--- src/rtl/ppl_lane_sched.sv ---
// Frame pixel sequencer: dispatches raster-order pixel addresses round-robin to LANES
// ray-march lanes and re-serialises their results into one in-order output stream.
module ppl_lane_sched #(
    parameter int H_DISP   = 1280,
    parameter int V_DISP   = 720,
    parameter int LANES    = 4,
    parameter int ADDR_W   = 20,
    parameter int TEX_W    = 13,
    parameter int BLK_W    = 15,
    parameter int PREP_CYC = 16
) (
    input  logic                     clk,
    input  logic                     rst,
    input  logic                     frame_start,
    input  logic                     half_res,
    output logic                     busy,
    output logic                     prepare_flag,
    output logic                     frame_done,
    output logic [LANES-1:0]         disp_valid,
    input  logic [LANES-1:0]         disp_ready,
    output logic [ADDR_W-1:0]        disp_addr,
    input  logic [LANES-1:0]         res_valid,
    output logic [LANES-1:0]         res_ready,
    input  logic [LANES*TEX_W-1:0]   res_texture_addr,
    input  logic [LANES*BLK_W-1:0]   res_block_addr,
    output logic                     out_valid,
    input  logic                     out_ready,
    output logic [ADDR_W-1:0]        out_pixel_addr,
    output logic [TEX_W-1:0]         out_texture_addr,
    output logic [BLK_W-1:0]         out_block_addr,
    output logic [1:0]               dbg_state
);
    // Handshakes: a transfer happens on a rising clk edge where valid && ready;
    // valid never depends combinationally on the matching ready.
    localparam int N_FULL = H_DISP * V_DISP;
    localparam int N_HALF = (H_DISP / 2) * (V_DISP / 2);
    localparam int CNT_W  = $clog2(N_FULL + 1);
    localparam int X_W    = (H_DISP > 2) ? $clog2(H_DISP) : 1;
    localparam int PTR_W  = (LANES > 1) ? $clog2(LANES) : 1;
    localparam int PC_W   = (PREP_CYC > 1) ? $clog2(PREP_CYC) : 1;

    localparam logic [PTR_W-1:0]  LAST_LANE    = PTR_W'(LANES - 1);
    localparam logic [PC_W-1:0]   PREP_LAST    = PC_W'(PREP_CYC - 1);
    localparam logic [X_W-1:0]    X_LAST_FULL  = X_W'(H_DISP - 1);
    localparam logic [X_W-1:0]    X_LAST_HALF  = X_W'(H_DISP - 2);
    localparam logic [ADDR_W-1:0] ROW_INC_FULL = ADDR_W'(H_DISP);
    localparam logic [ADDR_W-1:0] ROW_INC_HALF = ADDR_W'(2 * H_DISP);
    localparam logic [CNT_W-1:0]  LAST_FULL    = CNT_W'(N_FULL - 1);
    localparam logic [CNT_W-1:0]  LAST_HALF    = CNT_W'(N_HALF - 1);

    typedef enum logic [1:0] {S_IDLE = 2'd0, S_PREP = 2'd1, S_RUN = 2'd2, S_DRAIN = 2'd3} state_t;

    state_t              r_state;
    logic                r_mode;
    logic [PC_W-1:0]     r_prep_cnt;
    logic                r_frame_done;
    logic [PTR_W-1:0]    r_d_ptr, r_c_ptr;
    logic [X_W-1:0]      r_d_x, r_c_x;
    logic [ADDR_W-1:0]   r_d_row, r_c_row;
    logic [CNT_W-1:0]    r_d_cnt, r_c_cnt, r_o_cnt;
    logic                r_out_valid;
    logic [ADDR_W-1:0]   r_out_pix;
    logic [TEX_W-1:0]    r_out_tex;
    logic [BLK_W-1:0]    r_out_blk;

    logic                w_start, w_disp_en, w_coll_en, w_d_hs, w_c_hs, w_o_hs;
    logic [X_W-1:0]      w_x_last, w_x_step, w_d_x_nxt, w_c_x_nxt;
    logic [ADDR_W-1:0]   w_row_inc, w_d_row_nxt, w_c_row_nxt;
    logic [CNT_W-1:0]    w_last;

    assign w_start   = (r_state == S_IDLE) && frame_start;
    assign w_x_last  = r_mode ? X_LAST_HALF : X_LAST_FULL;
    assign w_x_step  = r_mode ? X_W'(2) : X_W'(1);
    assign w_row_inc = r_mode ? ROW_INC_HALF : ROW_INC_FULL;
    assign w_last    = r_mode ? LAST_HALF : LAST_FULL;

    assign w_disp_en = (r_state == S_RUN);
    assign w_coll_en = ((r_state == S_RUN) || (r_state == S_DRAIN)) &&
                       (r_c_cnt <= w_last) && (!r_out_valid || out_ready);
    assign w_d_hs    = w_disp_en && disp_ready[r_d_ptr];
    assign w_c_hs    = w_coll_en && res_valid[r_c_ptr];
    assign w_o_hs    = r_out_valid && out_ready;

    // Dispatch and collect walk the same raster with a row base plus x offset.
    always_comb begin
        w_d_x_nxt   = r_d_x + w_x_step;
        w_d_row_nxt = r_d_row;
        w_c_x_nxt   = r_c_x + w_x_step;
        w_c_row_nxt = r_c_row;
        if (r_d_x == w_x_last) begin
            w_d_x_nxt   = '0;
            w_d_row_nxt = r_d_row + w_row_inc;
        end
        if (r_c_x == w_x_last) begin
            w_c_x_nxt   = '0;
            w_c_row_nxt = r_c_row + w_row_inc;
        end
    end

    always_comb begin
        disp_valid = '0;
        res_ready  = '0;
        for (int i = 0; i < LANES; i++) begin
            disp_valid[i] = w_disp_en && (r_d_ptr == PTR_W'(i));
            res_ready[i]  = w_coll_en && (r_c_ptr == PTR_W'(i));
        end
    end

    always_ff @(posedge clk or posedge rst) begin
        if (rst) begin
            r_state      <= S_IDLE;
            r_mode       <= 1'b0;
            r_prep_cnt   <= '0;
            r_frame_done <= 1'b0;
            r_d_ptr      <= '0;
            r_d_x        <= '0;
            r_d_row      <= '0;
            r_d_cnt      <= '0;
            r_o_cnt      <= '0;
        end else begin
            r_frame_done <= 1'b0;
            case (r_state)
                S_IDLE: if (frame_start) begin
                    r_state    <= S_PREP;
                    r_mode     <= half_res;
                    r_prep_cnt <= '0;
                    r_d_ptr    <= '0;
                    r_d_x      <= '0;
                    r_d_row    <= '0;
                    r_d_cnt    <= '0;
                    r_o_cnt    <= '0;
                end
                S_PREP: if (r_prep_cnt == PREP_LAST) r_state <= S_RUN;
                        else r_prep_cnt <= r_prep_cnt + 1'b1;
                S_RUN: if (w_d_hs && (r_d_cnt == w_last)) r_state <= S_DRAIN;
                S_DRAIN: if (w_o_hs && (r_o_cnt == w_last)) begin
                    r_state      <= S_IDLE;
                    r_frame_done <= 1'b1;
                end
                default: r_state <= S_IDLE;
            endcase
            if (w_d_hs) begin
                r_d_ptr <= (r_d_ptr == LAST_LANE) ? '0 : r_d_ptr + 1'b1;
                r_d_x   <= w_d_x_nxt;
                r_d_row <= w_d_row_nxt;
                r_d_cnt <= r_d_cnt + 1'b1;
            end
            if (w_o_hs) r_o_cnt <= r_o_cnt + 1'b1;
        end
    end

    // One-entry output register; the collect counter mirrors dispatch order.
    always_ff @(posedge clk or posedge rst) begin
        if (rst) begin
            r_c_ptr     <= '0;
            r_c_x       <= '0;
            r_c_row     <= '0;
            r_c_cnt     <= '0;
            r_out_valid <= 1'b0;
            r_out_pix   <= '0;
            r_out_tex   <= '0;
            r_out_blk   <= '0;
        end else if (w_start) begin
            r_c_ptr     <= '0;
            r_c_x       <= '0;
            r_c_row     <= '0;
            r_c_cnt     <= '0;
            r_out_valid <= 1'b0;
        end else if (w_c_hs) begin
            r_out_valid <= 1'b1;
            r_out_pix   <= r_c_row + ADDR_W'(r_c_x);
            r_out_tex   <= res_texture_addr[r_c_ptr * TEX_W +: TEX_W];
            r_out_blk   <= res_block_addr[r_c_ptr * BLK_W +: BLK_W];
            r_c_ptr     <= (r_c_ptr == LAST_LANE) ? '0 : r_c_ptr + 1'b1;
            r_c_x       <= w_c_x_nxt;
            r_c_row     <= w_c_row_nxt;
            r_c_cnt     <= r_c_cnt + 1'b1;
        end else if (w_o_hs) begin
            r_out_valid <= 1'b0;
        end
    end

    assign busy             = (r_state != S_IDLE);
    assign prepare_flag     = (r_state == S_PREP);
    assign frame_done       = r_frame_done;
    assign dbg_state        = r_state;
    assign disp_addr        = r_d_row + ADDR_W'(r_d_x);
    assign out_valid        = r_out_valid;
    assign out_pixel_addr   = r_out_pix;
    assign out_texture_addr = r_out_tex;
    assign out_block_addr   = r_out_blk;

endmodule

--- config.mk ---
export PLATFORM = sky130hd
export DESIGN_NAME = ppl_lane_sched
export DESIGN_NICKNAME = d
export VERILOG_FILES = /design/src/rtl/ppl_lane_sched.sv
export SDC_FILE = /design/constraint.sdc
export NUM_CORES = 1
export LEC_CHECK = 0
export ABC_AREA = 1
export BUFFER_PORTS_ARGS = -buffer_cell sky130_fd_sc_hd__buf_2
export CELL_PAD_IN_SITES_DETAIL_PLACEMENT = 1
export CELL_PAD_IN_SITES_GLOBAL_PLACEMENT = 1
export CORE_MARGIN = 3
export CORE_UTILIZATION = 36
export CTS_CLUSTER_DIAMETER = 40
export CTS_CLUSTER_SIZE = 14
export DETAILED_ROUTE_END_ITERATION = 8
export PLACE_DENSITY = 0.78
export SETUP_SLACK_MARGIN = 0.2
export SLEW_MARGIN = 10
export SYNTH_ARGS = -nofsm -noshare
export SYNTH_HDL_FRONTEND = slang
export SYNTH_SLANG_ARGS = --single-unit
--- constraint.sdc ---
create_clock -name clk -period 4.93 [get_ports clk]
set_clock_uncertainty 0.05 [all_clocks]
set_input_delay 0.493 -clock clk [delete_from_list [all_inputs] [get_ports clk]]
set_output_delay 0.493 -clock clk [all_outputs]
set_load 0.02 [all_outputs]
==> metrics.yaml, run 1 <==
status:
  status: "completed"
synthesis:
  ys_seq_elements: 167
  synth_area_um2: 11090
  synth.distinct_cells: 46
  synth_warnings: 0
  ys.flop_type: "dfrtp_1"
  syn_avg_cell_area_um2: 6.973
  synthArstFlopShare_pct: 100.0
  yosysSeqAreaShare_pct: 37.67
  synth_edf_count: 0
  netlist_instances: 1591
floorplan:
  die_h_um: 181.6
  core_um2: 30030
  rows: 63
  pin_count: 207
  start_util_pct: 36.94
  die_x_um: 181.6
  dieArea_um2: 32960
clock_network:
  htreeDepth: 4
  cts_num_sinks: 167
  cts_made_buffers: 17
  post_cts_buffers: 0
  cts_tree: "yes"
  clockBufferDepth: 2
  clk_latency_ns: 0.44
  cts_root_buf: "clkbuf_16"
  clkTransAtPathRegs_ns: 0.07
  hold_buffers: 0
  cts_resized: 0
sta:
  max_freq_ghz: 0.3222
  period_share_pct: 62.96
  final-setup-viol-count: 0
  tightest_slew_ns: 0.9758
  grt_setup_unrepaired: "no"
  finalSetupTns_ns: 0
  timing.final.hold_violations: 0
  layout_setup_ws_ns: 1.826
  drv_slew: 0
  relSlewSlack_pct: 34.95
  fin_crit_ns: 3.104
critical_path:
  critPathLaunchType: "flop"
  worstPathMaxFanout: 8
  crit_path_max_incr_delay_ns: 0.46
  crit_path_cell_trace: "inv_1 > ha_1 > inv_1 > a21oi_1 > nand2_1 > nor2_1 > buf_2"
  arrival_ns: 2.56
  end_kind: "primary output"
  cpMaxStageDelayCell: "a21oi_1"
  path_class: "flop to primary output"
  required_ns: 4.39
  rr_worst_depth: 13
  cp_common_cell: "inv_1"
power:
  power_density_nw_per_um2: 490.9
  peakVddDrop_uv: 291.2
  p_leak_uw: 0.006693
global_route:
  grtUsageMet3_pct: 4.006
  grt_usage_pct: 20.82
  grt_pass1_wl_mm: 57.61
  grt_antenna_before_repair: 0
  use_met2_pct: 36.87
  grt_remaining_overflow: 0
  grt_max_degree: 120
  busiest_layer: "met2"
  grt_pass1_vias: 11670
  grt_use_met1_pct: 26.46
placement:
  dp_hpwl_mm: 26.01
  portBuffers: 206
  place_ws_ns: 1.807
  gp_congestion: 0.8696
final_layout:
  layout-drive-gt1-share_pct: 15.47
  layout_commonest_cell: "nand2_1"
  fin_nets: 1943
  layout_common_cells: "nand2_1, buf_2, nor2_1, dfrtp_1, inv_1"
  areaGrowthSynthToFinish_pct: 17.31
routing:
  drtIter0Drc: 521
  drc: 0
  drtAntennaViolNets: 0
  wl_per_cell_um: 15.91
  wirelength_mm: 34.61
  vias: 11240
  via_per_inst: 5.168
  dr.pass1.iters: 4
flow_run:
  maxCapViolations: 0
min_path:
  hold_path.class: "input pin to asynchronous set/reset pin"
-- power by group --
group          switching, uW  internal [uW]  leakage, uW  total (uW)
Clock                    606            779     0.000283        1390
Combinational           2080            903      0.00416        2990
Sequential               318           1700      0.00225        2020
-- routing by layer --
layer | vias up | share of wire (%) | wire length, um
met3 | 35 | 4.4 | 1523
met1 | 5491 | 45 | 15540
met4 | 0 | 1.3 | 454
met5 | - | 0 | 0
met2 | 219 | 49 | 17090
li1 | 5496 | - | -
-- cells in the mapped netlist, drive strengths merged (4+ instances only) --
cell | number | share of area (%)
inv | 151 | 5.1
nor3 | 39 | 1.8
fa | 4 | 0.72
nor3b | 5 | 0.34
a21oi | 35 | 1.6
o21a | 4 | 0.27
or2 | 7 | 0.39
nand2 | 488 | 17
o31ai | 4 | 0.27
xor2 | 48 | 3.8
dfrtp | 167 | 38
buf | 20 | 1.6
o22ai | 30 | 1.7
xnor2 | 8 | 0.63
clkbuf | 39 | 1.3
nand3 | 111 | 5.2
nor2 | 199 | 6.8
nand4 | 32 | 1.8
ha | 43 | 4.8
o21ai | 135 | 6.1
-- sequential cells by signal (all words and copies together), names as in the netlist --
register and cells:
dbg_state 2, frame_done 1, out_block_addr 15, out_pixel_addr 20, out_texture_addr 13, out_valid 1, r_c_cnt 20, r_c_ptr 2
r_c_row 12, r_c_x 11, r_d_cnt 20, r_d_ptr 2, r_d_row 12, r_d_x 11, r_mode 1, r_o_cnt 20
r_prep_cnt 4
-- cell type report --
class,count,area [um2]
fillers,3905,17020
well taps,390,488.0
clock inverters,13,143.9
repair buffers,219,1141
multi-input cells,1212,6025
diodes,1,2.502
clock buffers,19,452.9
inverters,154,581.8
flip-flops and latches,167,4180
-- cells by family after synthesis --
kind of cell | count (synthesis) | share of synthesized area [%]
simple gates | 886 | 33.24
xor+xnor | 56 | 4.421
other cells | 1 | 0.03380
compound gates | 217 | 10.59
fa+ha+maj | 47 | 5.571
mux | 4 | 0.3722
flops | 167 | 37.67
buf+inv | 213 | 8.109
-- metrics by stage --
stage / cells / utilization, % / power [uW] / cell area [um2] / hold WS [ns]
after floorplan: 1592 / - / 4128 / 11100 / 0.4122
after global placement: 2142 / 41.34 / 4907 / 12420 / 0.4003
after detailed placement: 2142 / 41.34 / 5042 / 12420 / 0.4059
after CTS: 2174 / 43.33 / 6459 / 13010 / 0.2093
after global routing: 2174 / 43.33 / 6942 / 13010 / 0.2391
final: 2175 / 43.34 / 6389 / 13020 / 0.1927
-- worst paths after layout --
path | start | to | slack (ns)
worst max register to register | r_mode | r_c_x[9] | 1.86
min in group clk | half_res | r_mode | 0.23
worst min register to register | out_pixel_addr[17] | out_pixel_addr[17] | 0.42
worst min-delay path | rst | r_d_cnt[3] | 0.19
max in group asynchronous | rst | r_c_ptr[0] | 4.10
worst max-delay path | dbg_state[0] | res_ready[2] | 1.83
-- critical path, delay by kind of cell, from the launching register on --
family          cells  cell delay [ns]
simple gates        2             0.46
compound gates      1             0.46
fa+ha+maj           1             0.34
flops               1             0.43
buf+inv             3             0.43
Note: power is estimated with default switching activity, not from simulation.
==> run 2: changes to the inputs <==
- ABC_AREA: 1 -> 0
- CORE_UTILIZATION: 36 -> 43
- PLACE_DENSITY: 0.78 -> 0.82
- clock period: 4.93 -> 2.9 ns (I/O delays scaled with it)
==> run 2 against run 1 <==
- count of clock-buffer cells in the layout decreased by 1
- register-to-register slack got worse by 1.8 ns
- global-route usage increased by 4.1 points
- final area decreased by 0.47%
- routed wire length decreased by 0.67%
- first-iteration DRC count decreased by 0.19%
- die area decreased by 25%
- non-clock buffer count increased by 52
- via count decreased by 19%
- highest routed layer unchanged
==> metrics.yaml, run 2 <==
power:
  p_int_uw: 6704
  combPwrFrac_pct: 50.2
  peakVddDrop_uv: 454.4
  power_density_nw_per_um2: 876.3
  p_leak_uw: 0.005874
  switchingPower_uw: 4648
  power_frac_seq_pct: 28.9
  power.clock.fraction_pct: 20.9
  power_uw: 11350
  switching_share_pct: 40.94
placement:
  portBuffers: 206
  gp_congestion: 0.8105
  dp_hpwl_mm: 22.06
status:
  status: "completed"
sta:
  drv_slew: 0
  period_share_pct: 98.83
  tightest_slew_ns: 0.7437
  finalSetupTns_ns: 0
  final-setup-viol-count: 0
  grt_setup_unrepaired: "yes"
  fin_crit_ns: 2.866
  hold_ws_ns: 0.06526
  max_freq_ghz: 0.3489
  timing.final.hold_violations: 0
  relSlewSlack_pct: 50.00
final_layout:
  postLayoutCoreUtil_pct: 58.27
  layout_common_cells: "buf_2, dfrtp_1, nand2_1, nor2_1, o21ai_0"
  areaGrowthSynthToFinish_pct: 30.95
  n_fill_cell: 2434
  multi_input_area_um2: 5958
  fin_nets: 1397
  layout-drive-gt1-share_pct: 36.51
  layout_commonest_cell: "buf_2"
  seqCellArea_um2: 4184
routing:
  drtIter0Drc: 520
  drc: 0
  vias: 9066
  drtAntennaViolNets: 0
  wirelength_mm: 34.38
  wl_per_cell_um: 22.60
  via_per_inst: 5.961
  dr.pass1.iters: 5
synthesis:
  synth.most_common_cell: "dfrtp_1"
  synth_area_leaders: "dfrtp_1, mux4_2, ha_1, mux2_2, nand2_1"
  netlist_instances: 986
  synth_warnings: 0
  yosys.area.top_type: "dfrtp_1"
  synth_area_um2: 9892
  synthArstFlopShare_pct: 100.0
  synth_top_family_by_area: "simple AND/OR/NAND/NOR gates"
  syn_avg_cell_area_um2: 10.03
  synth_compound_area_share_pct: 12.45
  yosysSeqAreaShare_pct: 42.25
  synth_edf_count: 0
  synth.distinct_cells: 66
  yosys.area_share.simple_pct: 17.72
  post_synth_xor_area_fraction_pct: 5.844
  yosysTopAreaCellShare_pct: 42.25
  ys_seq_elements: 167
  synthTopCellsByCount: "dfrtp_1, nand2_1, nor2_1"
  ys.flop_type: "dfrtp_1"
  synth_fa_ha_area_share_pct: 6.248
  synthMuxAreaShare_pct: 12.36
global_route:
  grt_antenna_before_repair: 5
  grt_usage_pct: 24.94
  grt_pass1_vias: 9308
  grt_max_degree: 74
  grt_pass1_wl_mm: 49.25
  grt_remaining_overflow: 0
clock_network:
  cts_root_buf: "clkbuf_16"
  cts_tree: "yes"
  clkTransAtPathRegs_ns: 0.08
  htreeDepth: 4
  clk_latency_ns: 0.44
  cts_made_buffers: 17
  cts_num_sinks: 167
  clockBufferDepth: 2
critical_path:
  required_ns: 3.20
  end_kind: "flop"
  critPathLaunchType: "flop"
  arrival_ns: 3.16
  path_class: "flop to flop"
  worstPathMaxFanout: 5
floorplan:
  dieArea_um2: 24860
  core_um2: 22230
  die_x_um: 157.7
  start_util_pct: 44.50
  die_h_um: 157.7
  pin_count: 207
  rows: 54
flow_run:
  maxCapViolations: 0
min_path:
  hold_path.class: "input pin to flop"
[run 2: cell types whose count changed in the layout (fill, tap and decap cells not counted), moves of 31 or more]
cell	before	now
nor2_1	196	66
xnor2_1	8	39
o21ai_0	123	53
nand2_1	484	96
inv_1	146	21
nand3_1	109	47
nor3_1	39	7
[run 2: what timing repair did]
action / in CTS / in global routing
cloned: 3 / 6
endpoints found under the setup margin: 76 / 93
gates resized for setup: 41 / 105
setup buffers: 9 / 6
hold buffers: 1 / 0
endpoints found under the hold margin: 9 / 0
pin swaps: 2 / 16
[run 2: path summary, 6_finish.rpt]
check | from | endpoint | slack (ns) | cells after the start
worst min register to register | r_o_cnt[9] | r_o_cnt[9] | 0.43 | 1
worst max-delay path | r_mode | r_c_row[16] | 0.03 | 10
max in group asynchronous | rst | out_texture_addr[4] | 1.59 | 5
worst max register to register | r_mode | r_c_row[16] | 0.03 | 10
worst min-delay path | half_res | r_mode | 0.07 | 3
min in group asynchronous | rst | r_o_cnt[3] | 0.31 | 3
[run 2: metal layers]
layer | track usage, % | part of all wire, % | routed length (um) | vias up
met2 | 44.43 | 52 | 17840 | 328
met4 | 7.231 | 3.5 | 1218 | 0
li1 | - | - | - | 4067
met1 | 30.97 | 39 | 13490 | 4591
met3 | 4.593 | 5.3 | 1836 | 80
met5 | 0 | 0 | 0 | -
[run 2: power by group through the flow]
stage | Sequential, uW | Clock [uW] | Combinational [uW]
2_1_floorplan | 3570 | 0 | 2490
4_1_cts | 3230 | 2400 | 4750
3_3_place_gp | 3220 | 0 | 4140
5_1_grt | 3350 | 2500 | 6110
6_report | 3280 | 2370 | 5700
3_5_place_dp | 3250 | 0 | 4320
[run 2: metrics by stage]
step                worst slack [ns]  instance area (um2)  cells
floorplan                   -0.03206                 9925    987
global placement              0.1793                11420   1461
detailed placement           0.07404                11420   1461
CTS                           0.1274                12340   1506
global route                -0.03690                12950   1521
finish                       0.03385                12950   1521
[run 2: final cells by class]
type,count,share of cell area (%)
multi-input cells,745,46.00
repair buffers,271,13.62
clock inverters,14,1.236
well taps,280,2.705
flip-flops and latches,167,32.30
inverters,23,0.6954
diodes,3,0.05795
clock buffers,18,3.390
[run 2: worst max-delay path, stage by stage, from the launching register on]
cell and delay [ns]:
dfrtp_2 0.46, inv_2 0.14, buf_4 0.15, ha_1 0.19, inv_1 0.07, fa_1 0.41, nor2b_1 0.19, o21a_1 0.17
o21ai_1 0.20, or4_1 0.55, a21oi_1 0.23
[run 2: cells by family (layout without fill, tap and decap cells)]
kind of cell | after synthesis | in the layout
flip-flops | 167 | 167
AO/OA/AOI/OAI | 201 | 202
buffers and inverters | 76 | 326
XOR/XNOR | 66 | 66
other | 1 | 5
multiplexers | 80 | 80
AND/OR/NAND/NOR | 348 | 348
adder cells (fa/ha/maj) | 47 | 47
==> run 3: changes to the inputs <==
- CORE_ASPECT_RATIO: unset -> 1.2
- REMOVE_ABC_BUFFERS: unset -> 1
==> run 3 against run 2 <==
- the flow now finishes with violations (negative setup slack)
- first-iteration DRC count is 7.9% higher
- critical path depth is 1 lower
- non-clock buffer count is 3 lower
==> metrics.yaml, run 3 (synthesis gave the netlist of run 2 again) <==
status:
  status: "complete, but fails checks"
  violations: "negative setup slack"
critical_path:
  cp-startpoint: "r_mode"
  worstPathMaxFanout: 38
  arrival_ns: 3.22
  crit_path_max_incr_delay_ns: 0.45
  r2r_slack_ns: -0.04
  crit_path_cell_trace: "buf_8 > ha_4 > a211oi_4 > a211oi_2 > a2111o_1 > buf_6 > a211oi_4 > buf_12 > mux2_2"
  timing.rr.start: "r_mode"
  rr_worst_depth: 9
  cpMaxStageDelayCell: "dfrtp_2"
  required_ns: 3.18
  end_kind: "flop"
  cp_common_cell: "a211oi_4"
  r2r-end: "out_block_addr[12]"
  critPathLaunchType: "flop"
  path_class: "flop to flop"
  worstSetupEndpoint: "out_block_addr[12]"
flow_run:
  maxCapViolations: 0
clock_network:
  cts_tree: "yes"
  cts_made_buffers: 17
  cts_root_buf: "clkbuf_16"
  clockBufferDepth: 2
  clkTransAtPathRegs_ns: 0.07
  htreeDepth: 4
  cts_num_sinks: 167
  clk_latency_ns: 0.44
final_layout:
  design_area_um2: 12900
  layout-drive-gt1-share_pct: 37.81
  n_fill_cell: 2491
  areaGrowthSynthToFinish_pct: 30.41
  layout_common_cells: "buf_2, dfrtp_1, nand2_1, nor2_1, o21ai_0"
  layout_commonest_cell: "buf_2"
  fin_nets: 1394
floorplan:
  rows: 60
  pin_count: 207
  die_x_um: 144.5
  dieArea_um2: 24870
  core_um2: 22520
  start_util_pct: 43.92
  die_h_um: 172.2
global_route:
  grt_pass1_wl_mm: 51.02
  grt_antenna_before_repair: 1
  grt_usage_pct: 25.72
  grt_max_degree: 66
  grt_pass1_vias: 9924
  grt_remaining_overflow: 0
placement:
  dpl_cell_area_um2: 11400
  gp_congestion: 0.8394
  portBuffers: 206
  place_ws_ns: -0.1467
  dp_hpwl_mm: 21.54
power:
  switchingPower_uw: 4496
  power_density_nw_per_um2: 845.5
  peakVddDrop_uv: 457.8
  p_int_uw: 6412
  p_leak_uw: 0.005810
  power.clock.fraction_pct: 21.1
  power_frac_seq_pct: 29.6
  combPwrFrac_pct: 49.3
  power_uw: 10910
  switching_share_pct: 41.22
routing:
  vias: 9158
  wl_per_cell_um: 22.44
  wirelength_mm: 34.00
  dr.pass1.iters: 7
  drtAntennaViolNets: 0
  drtIter0Drc: 561
  via_per_inst: 6.045
  drc: 0
sta:
  grt_setup_unrepaired: "yes"
  final-setup-viol-count: 31
  hold_ws_ns: 0.1527
  fin_crit_ns: 2.938
  relSlewSlack_pct: 42.62
  drv_slew: 0
  finalSetupTns_ns: -0.7276
  tightest_slew_ns: 0.8534
  period_share_pct: 101.3
  max_freq_ghz: 0.3403
  layout_setup_ws_ns: -0.03848
  timing.final.hold_violations: 0
min_path:
  hold_path.class: "input pin to flop"
==> run 3: changes by cell type in the layout (fill, tap and decap cells not counted), moves of 5 or more <==
cell | previous run | this run
o21ai_0 | 53 | 47
o31ai_1 | 17 | 12
clkbuf_16 | 22 | 17
mux2_4 | 28 | 2
o21ai_2 | 2 | 7
mux2_2 | 9 | 35
nor2_4 | 7 | 0
nor2_1 | 66 | 76
o21ai_4 | 0 | 5
==> run 3: power by group through the flow <==
stage | Clock, uW | Sequential (uW) | Combinational, uW
after floorplan | 0 | 3720 | 2210
after global placement | 0 | 3220 | 4140
after detailed placement | 0 | 3240 | 4330
after CTS | 2300 | 3210 | 4830
after global routing | 2410 | 3310 | 5780
final | 2300 | 3230 | 5380
==> run 3: repair_timing <==
item                                   in CTS  in global routing
endpoints found under the hold margin      62                  0
cloned                                      2                  1
gates resized for setup                    66                 97
hold buffers                                1                  0
pin swaps                                  28                 36
buffers inserted                           14                  8
setup endpoints to repair                  90                107
==> run 3: worst min path at each step <==
| stage | to | start | depth (start not counted) | slack, ns |
|---|---|---|---|---|
| 2_1_floorplan | r_mode | half_res | 2 | 0.36 |
| 3_3_place_gp | dbg_state[0] | rst | 2 | 0.37 |
| 3_5_place_dp | dbg_state[0] | rst | 2 | 0.38 |
| 4_1_cts | r_mode | half_res | 3 | 0.07 |
| 5_1_grt | r_mode | half_res | 3 | 0.18 |
| 6_report | r_mode | half_res | 3 | 0.15 |
==> run 3: layout make-up <==
type                    instances  area [um2]  share of cell area (%)
multi-input cells             745        6020                   46.66
repair buffers                268        1669                   12.94
well taps                     279       349.1                   2.706
flip-flops and latches        167        4184                   32.43
clock buffers                  20       466.7                   3.618
diodes                          1       2.502                 0.01940
inverters                      23       91.34                  0.7080
clock inverters                12       117.6                  0.9117
==> run 3: metrics by stage <==
stage / cells / util, %
CTS: 1505 / 55.14
global placement: 1456 / 50.61
global route: 1515 / 57.28
detailed placement: 1456 / 50.61
finish: 1515 / 57.28
floorplan: 934 / -
==> run 3: metal layers <==
layer	wire length [um]	global-route usage [%]	up-vias
met3	1614	5.035	91
met4	1332	8.154	0
met5	0	0	-
met2	18650	47.87	340
met1	12410	29.46	4672
li1	-	-	4055
==> run 3: worst max-delay path: cells and delay by family (launching register included) <==
family	cells	cell delay (ns)
adders and majority gates	1	0.24
DFF	1	0.45
muxes	1	0.37
AOI/OAI and AO/OA	4	1.07
buffers and inverters	3	0.58
